<file path="src/rtl/operand_fetch_pkg.sv">
// Shared CPU header for the operand fetch stage: widths, enable levels and bubble values.
package operand_fetch_pkg;
    localparam int REG_NUM    = 32;
    localparam int REG_ADDR_W = $clog2(REG_NUM);
    localparam int WORD_W     = 32;
    localparam int CNT_W      = 16;

    localparam logic ENABLE  = 1'b1;
    localparam logic DISABLE = 1'b0;

    localparam logic BUBBLE_VALID   = DISABLE;
    localparam logic BUBBLE_WE      = DISABLE;
    localparam logic BUBBLE_IS_LOAD = DISABLE;

    localparam logic [CNT_W-1:0] CNT_MAX = '1;

    function automatic logic [CNT_W-1:0] sat_inc(input logic [CNT_W-1:0] v);
        return (v == CNT_MAX) ? v : v + 1'b1;
    endfunction
endpackage

</file>
<file path="src/rtl/operand_fetch_mux.sv">
// Single-source operand select: EX over MEM over register file, plus match flags.
// Forwarding paths exist only when OPERAND_FETCH_FORWARD_EN is defined.
module operand_mux
    import operand_fetch_pkg::*;
(
    input  logic [REG_ADDR_W-1:0] rs_addr_i,
    input  logic [WORD_W-1:0]     gpr_data_i,
    input  logic                  ex_we_i,
    input  logic [REG_ADDR_W-1:0] ex_addr_i,
    input  logic [WORD_W-1:0]     ex_data_i,
    input  logic                  mem_we_i,
    input  logic [REG_ADDR_W-1:0] mem_addr_i,
    input  logic [WORD_W-1:0]     mem_data_i,
    output logic [WORD_W-1:0]     op_o,
    output logic                  ex_match_o,
    output logic                  mem_match_o
);
    // r0 is an ordinary register here, so no zero-address exclusion.
    assign ex_match_o  = ex_we_i  && (ex_addr_i  == rs_addr_i);
    assign mem_match_o = mem_we_i && (mem_addr_i == rs_addr_i);

`ifdef OPERAND_FETCH_FORWARD_EN
    always_comb begin
        op_o = gpr_data_i;
        if (ex_match_o) begin
            op_o = ex_data_i;
        end else if (mem_match_o) begin
            op_o = mem_data_i;
        end
    end
`else
    assign op_o = gpr_data_i;
    logic unused_fwd_data;
    assign unused_fwd_data = ^{ex_data_i, mem_data_i};
`endif
endmodule

</file>
<file path="src/rtl/operand_fetch.sv">
// Operand fetch stage: operand select, load-use/forward hazard bubbles, stall counter.
// OPERAND_FETCH_FORWARD_EN enables EX/MEM forwarding; otherwise any pending write is a hazard.
module operand_fetch
    import operand_fetch_pkg::*;
(
    input  logic                  clk,
    input  logic                  reset,
    input  logic                  if_valid,
    input  logic [REG_ADDR_W-1:0] if_rs0,
    input  logic [REG_ADDR_W-1:0] if_rs1,
    input  logic [REG_ADDR_W-1:0] if_rd,
    input  logic                  if_we,
    input  logic                  if_is_load,
    output logic [REG_ADDR_W-1:0] gpr_rd_addr_0,
    output logic [REG_ADDR_W-1:0] gpr_rd_addr_1,
    input  logic [WORD_W-1:0]     gpr_rd_data_0,
    input  logic [WORD_W-1:0]     gpr_rd_data_1,
    input  logic                  ex_fwd_we,
    input  logic                  ex_fwd_is_load,
    input  logic [REG_ADDR_W-1:0] ex_fwd_addr,
    input  logic [WORD_W-1:0]     ex_fwd_data,
    input  logic                  mem_fwd_we,
    input  logic [REG_ADDR_W-1:0] mem_fwd_addr,
    input  logic [WORD_W-1:0]     mem_fwd_data,
    input  logic                  stall_in,
    input  logic                  flush,
    output logic                  id_valid,
    output logic [WORD_W-1:0]     id_op0,
    output logic [WORD_W-1:0]     id_op1,
    output logic [REG_ADDR_W-1:0] id_rd,
    output logic                  id_we,
    output logic                  id_is_load,
    output logic                  stall_req,
    output logic [CNT_W-1:0]      stall_cnt
);
    logic [WORD_W-1:0] op0_sel, op1_sel;
    logic ex_match0, ex_match1, mem_match0, mem_match1;
    logic hazard;

    logic                  valid_q, valid_d;
    logic [WORD_W-1:0]     op0_q, op0_d;
    logic [WORD_W-1:0]     op1_q, op1_d;
    logic [REG_ADDR_W-1:0] rd_q, rd_d;
    logic                  we_q, we_d;
    logic                  ld_q, ld_d;
    logic [CNT_W-1:0]      cnt_q, cnt_d;

    assign gpr_rd_addr_0 = if_rs0;
    assign gpr_rd_addr_1 = if_rs1;

    operand_mux u_mux0 (
        .rs_addr_i   (if_rs0),
        .gpr_data_i  (gpr_rd_data_0),
        .ex_we_i     (ex_fwd_we),
        .ex_addr_i   (ex_fwd_addr),
        .ex_data_i   (ex_fwd_data),
        .mem_we_i    (mem_fwd_we),
        .mem_addr_i  (mem_fwd_addr),
        .mem_data_i  (mem_fwd_data),
        .op_o        (op0_sel),
        .ex_match_o  (ex_match0),
        .mem_match_o (mem_match0)
    );

    operand_mux u_mux1 (
        .rs_addr_i   (if_rs1),
        .gpr_data_i  (gpr_rd_data_1),
        .ex_we_i     (ex_fwd_we),
        .ex_addr_i   (ex_fwd_addr),
        .ex_data_i   (ex_fwd_data),
        .mem_we_i    (mem_fwd_we),
        .mem_addr_i  (mem_fwd_addr),
        .mem_data_i  (mem_fwd_data),
        .op_o        (op1_sel),
        .ex_match_o  (ex_match1),
        .mem_match_o (mem_match1)
    );

`ifdef OPERAND_FETCH_FORWARD_EN
    // Only a load in EX cannot be forwarded in time.
    assign hazard = if_valid && ex_fwd_is_load && (ex_match0 || ex_match1);
    logic unused_mem_match;
    assign unused_mem_match = mem_match0 | mem_match1;
`else
    assign hazard = if_valid && (ex_match0 || ex_match1 || mem_match0 || mem_match1);
    logic unused_is_load;
    assign unused_is_load = ex_fwd_is_load;
`endif

    // Not gated by reset: the request tracks the live inputs only.
    assign stall_req = !flush && (stall_in || hazard);

    always_comb begin
        valid_d = valid_q;
        op0_d   = op0_q;
        op1_d   = op1_q;
        rd_d    = rd_q;
        we_d    = we_q;
        ld_d    = ld_q;
        cnt_d   = cnt_q;
        if (flush) begin
            valid_d = BUBBLE_VALID;
            we_d    = BUBBLE_WE;
            ld_d    = BUBBLE_IS_LOAD;
        end else if (!stall_in) begin
            if (hazard) begin
                valid_d = BUBBLE_VALID;
                we_d    = BUBBLE_WE;
                ld_d    = BUBBLE_IS_LOAD;
                cnt_d   = sat_inc(cnt_q);
            end else begin
                valid_d = if_valid;
                op0_d   = op0_sel;
                op1_d   = op1_sel;
                rd_d    = if_rd;
                we_d    = if_valid && if_we;
                ld_d    = if_valid && if_is_load;
            end
        end
    end

    always_ff @(posedge clk) begin
        if (reset) begin
            valid_q <= BUBBLE_VALID;
            op0_q   <= '0;
            op1_q   <= '0;
            rd_q    <= '0;
            we_q    <= BUBBLE_WE;
            ld_q    <= BUBBLE_IS_LOAD;
            cnt_q   <= '0;
        end else begin
            valid_q <= valid_d;
            op0_q   <= op0_d;
            op1_q   <= op1_d;
            rd_q    <= rd_d;
            we_q    <= we_d;
            ld_q    <= ld_d;
            cnt_q   <= cnt_d;
        end
    end

    assign id_valid   = valid_q;
    assign id_op0     = op0_q;
    assign id_op1     = op1_q;
    assign id_rd      = rd_q;
    assign id_we      = we_q;
    assign id_is_load = ld_q;
    assign stall_cnt  = cnt_q;
endmodule
</file>
<file path="config.mk">
export PLATFORM = sky130hd
export DESIGN_NAME = operand_fetch
export DESIGN_NICKNAME = d
export VERILOG_FILES = /design/src/rtl/operand_fetch_pkg.sv /design/src/rtl/operand_fetch_mux.sv /design/src/rtl/operand_fetch.sv
export SDC_FILE = /design/constraint.sdc
export NUM_CORES = 1
export LEC_CHECK = 0
export ABC_AREA = 1
export CAP_MARGIN = 20
export CORE_MARGIN = 1
export CORE_UTILIZATION = 39
export DETAILED_ROUTE_END_ITERATION = 12
export PLACE_DENSITY = 0.82
export SYNTH_ARGS = -nofsm -noshare
export SYNTH_HDL_FRONTEND = slang
export SYNTH_HIERARCHICAL = 1
export SYNTH_SLANG_ARGS = --single-unit
</file>
<file path="constraint.sdc">
create_clock -name clk -period 1.85 [get_ports clk]
set_input_delay 0.2775 -clock clk [delete_from_list [all_inputs] [get_ports clk]]
set_output_delay 0.2775 -clock clk [all_outputs]
set_load 0.02 [all_outputs]
</file>
==> metrics.md <==
| Metric | Value |
|---|---|
| Status | `finished clean` |
| Initial Util | `approximately 40%` |
| Die Y-Extent | `approximately 110 µm` |
| Critical Path Max Stage Delay | `roughly 280 ps` |
| Post-route cell area | `roughly 6500 µm²` |
| Cell family with most CP delay | `simple AND/OR/NAND/NOR gates` |
| Dpl cell area | `approximately 6000 µm²` |
| Via count | `around 4100` |
| Hold/Removal Path Class | `flip-flop to flip-flop` |
| Vias in the first global route | `between 3000 and 4000` |
| Reg clk slew, reported paths | `60 ps` |
| Mapped cell area | `4540 µm²` |
| Ys Warns | `6` |
| Startpoint Class | `primary input` |
| Total core area | `~11000 µm²` |
| Crit Path Class | `primary input to output port` |
| Critical-path maximum fanout | `3` |
| Post-route setup TNS | `0 ps` |
| Port-buffer cells | `a little under 200` |
| Layout cells sized above 1 | `just over 8%` |
| Drt via density | `about 4.5` |
| Crit path buf inv count | `2` |
| Endpoints failing setup | `0` |
| DR WL/cell | `12.0 µm` |
| Worst hold slack | `~440 ps` |
| DRT iter0 DRCs | `around 210` |
| Worst Path Required | `between 1500 and 2000 ps` |
| Most frequent cells in the layout | `clkdlybuf4s50_1 (173), inv_1 (95), dfxtp_1 (88)` |
| CTS root buf | `clkbuf_16` |
| Hpwl dp | `about 7700 µm` |
| CP dominant cell by count | `nand2_2` |
| Antenna cell count | `0` |
| Num CTS Buffers | `9` |
| CTS Hold Bufs | `0` |
| Synth top area share | `about two fifths` |
| Total wire length | `between 10000 and 15000 µm` |
| Fin crit share | `a little over nine tenths` |
| ANT nets after route | `0` |
| First-pass GRT wire length | `between 15000 and 20000 µm` |
| Max-cap check violation count | `0` |
| Sequential cell area fraction in the yosys report | `38.8%` |
| Achievable Freq | `572 MHz` |
| Worst vdd ir | `between 0.0005 and 0.0006 V` |
| Worst slew pin tran | `around 330 ps` |
| FP Rows | `39` |
| Synth area leaders | `dfxtp_1 (39%), buf_4 (12%), a21oi_1 (8.9%), inv_1 (7.9%), nand2_1 (7.2%)` |
| Syn_nets | `between 700 and 800` |
| DR DRC count | `0` |
| Crit path DAT | `1470 ps` |
| Largest net degree at the start of global routing | `between 80 and 90` |
| FF+latch count, synth | `between 80 and 90` |
| Mapped Cells | `630` |
| Slowest stage cell, crit path | `dlygate4sd2_1` |
| Final setup skew | `roughly 2.9 ps` |
| Area grow syn2layout | `43.9%` |
| Power density cells | `761 nW/µm²` |
| Endpoint class of the critical path | `output port` |
| Synth cell types | `27` |
| Antenna violations before repair | `0` |
| Dominant cell type by area after synthesis | `dfxtp_1` |
| Min cycle time layout | `1750 ps` |
| Post-layout util | `a little under three fifths` |
| Syn Area/Cell | `roughly 7.2 µm²` |
| Clock buffer depth | `2` |
| Pleak | `2.63 nW` |
| CTS Sinks | `between 80 and 90` |
| Worst-Skew Late Latency | `about 340 ps` |
| Die W | `between 100 and 150 µm` |
| H-tree lvl count | `3` |
| Gpl congestion | `~0.87` |
| GRT Total Usage | `between 15 and 20%` |
| Final nets | `about 920` |
| Most common cell after layout, fill and taps aside | `clkdlybuf4s50_1` |
| GRT overflow | `0` |
| Final Hold Fails | `0` |
| Critical path, cell by cell | `dlygate4sd2_1, xnor2_1, nand2_1, nor2_1, nor2_2, nand2_2, nand2_2, a21oi_2, buf_6` |
| Max Slew Vio Count | `0` |
| Slew HR | `roughly 78%` |
| Drt first pass iters | `5` |
| CTS tree | `built` |
| Ports | `around 260` |
| Die Area | `approximately 12000 µm²` |
-- cells in the mapped netlist (all sizes together) --
cell type / n
inv: 99
xnor2: 8
nand2: 94
a31oi: 3
nand3: 14
or2: 1
dfxtp: 88
clkinv: 1
o21ai: 72
nor3: 1
ha: 1
a21oi: 81
nand4: 9
buf: 89
nand3b: 1
nor2: 59
clkbuf: 9
-- what timing repair did --
action,CTS,global route
gates resized for setup,24,13
setup endpoints to repair,69,71
cloned,0,2
buffers inserted,0,3
pin swaps,5,8
-- report_power, final --
| part | internal (mW) | total, mW | switching (mW) |
|---|---|---|---|
| clock | 1.10 | 1.90 | 0.799 |
| combinational | 0.531 | 1.00 | 0.471 |
| sequential | 2.01 | 2.06 | 0.0554 |
| total | 3.64 | 4.97 | 1.33 |
-- worst register-to-register path: cells and delay by family, from the launching register on --
kind	cells	cell delay (ps)
compound gates	1	130
fa+ha+maj	1	220
buf+inv	1	90
flops	1	390
simple gates	6	710
-- metrics by stage --
stage | setup slack, ps | total power [mW] | cells
final | 100 | 4.97 | 906
after global routing | -3.48 | 5.22 | 906
after CTS | 0.240 | 5.00 | 901
after detailed placement | -649 | 3.09 | 885
after global placement | -588 | 3.07 | 885
after floorplan | 322 | 2.66 | 630
-- cells by family after synthesis --
kind of cell               count (synthesis)  share of synthesized area (%)
and+or+nand+nor                          179                           17.1
xor gates and xnor gates                   8                           1.54
DFF                                       88                           38.8
AOI/OAI and AO/OA                        156                           17.3
adders and majority gates                  1                          0.276
buffers and inverters                    198                           24.9
-- state kept, by name, summed over array words and instances (netlist names) --
register,count
id_we,1
id_op1,32
id_op0,32
id_is_load,1
stall_cnt,16
id_valid,1
id_rd,5
-- final timing paths --
| kind | from | endpoint | slack, ps | depth (start not counted) |
|---|---|---|---|---|
| min | id_op0[31] | id_op0[31] | 440 | 2 |
| max reg2reg | stall_cnt[1] | stall_cnt[11] | 240 | 9 |
| max | if_rs1[2] | stall_req | 100 | 9 |
| min reg2reg | id_op0[31] | id_op0[31] | 440 | 2 |
-- routing by layer --
metal / wire length, µm / GRT usage, %
met1: 4580 / 20.1
met5: 0 / 0
met4: 159 / 6.67
met3: 811 / 5.75
met2: 5290 / 27.7
-- cell type report --
| type | count | area (µm²) |
|---|---|---|
| clock buffers | 10 | 239 |
| clock inverters | 6 | 75.1 |
| fillers | 1015 | 4840 |
| inverters | 100 | 378 |
| multi-input cells | 344 | 1670 |
| flip-flops and latches | 88 | 1760 |
| well taps | 143 | 179 |
| repair buffers | 215 | 2230 |
No activity file was read; power rests on OpenSTA's default activity.
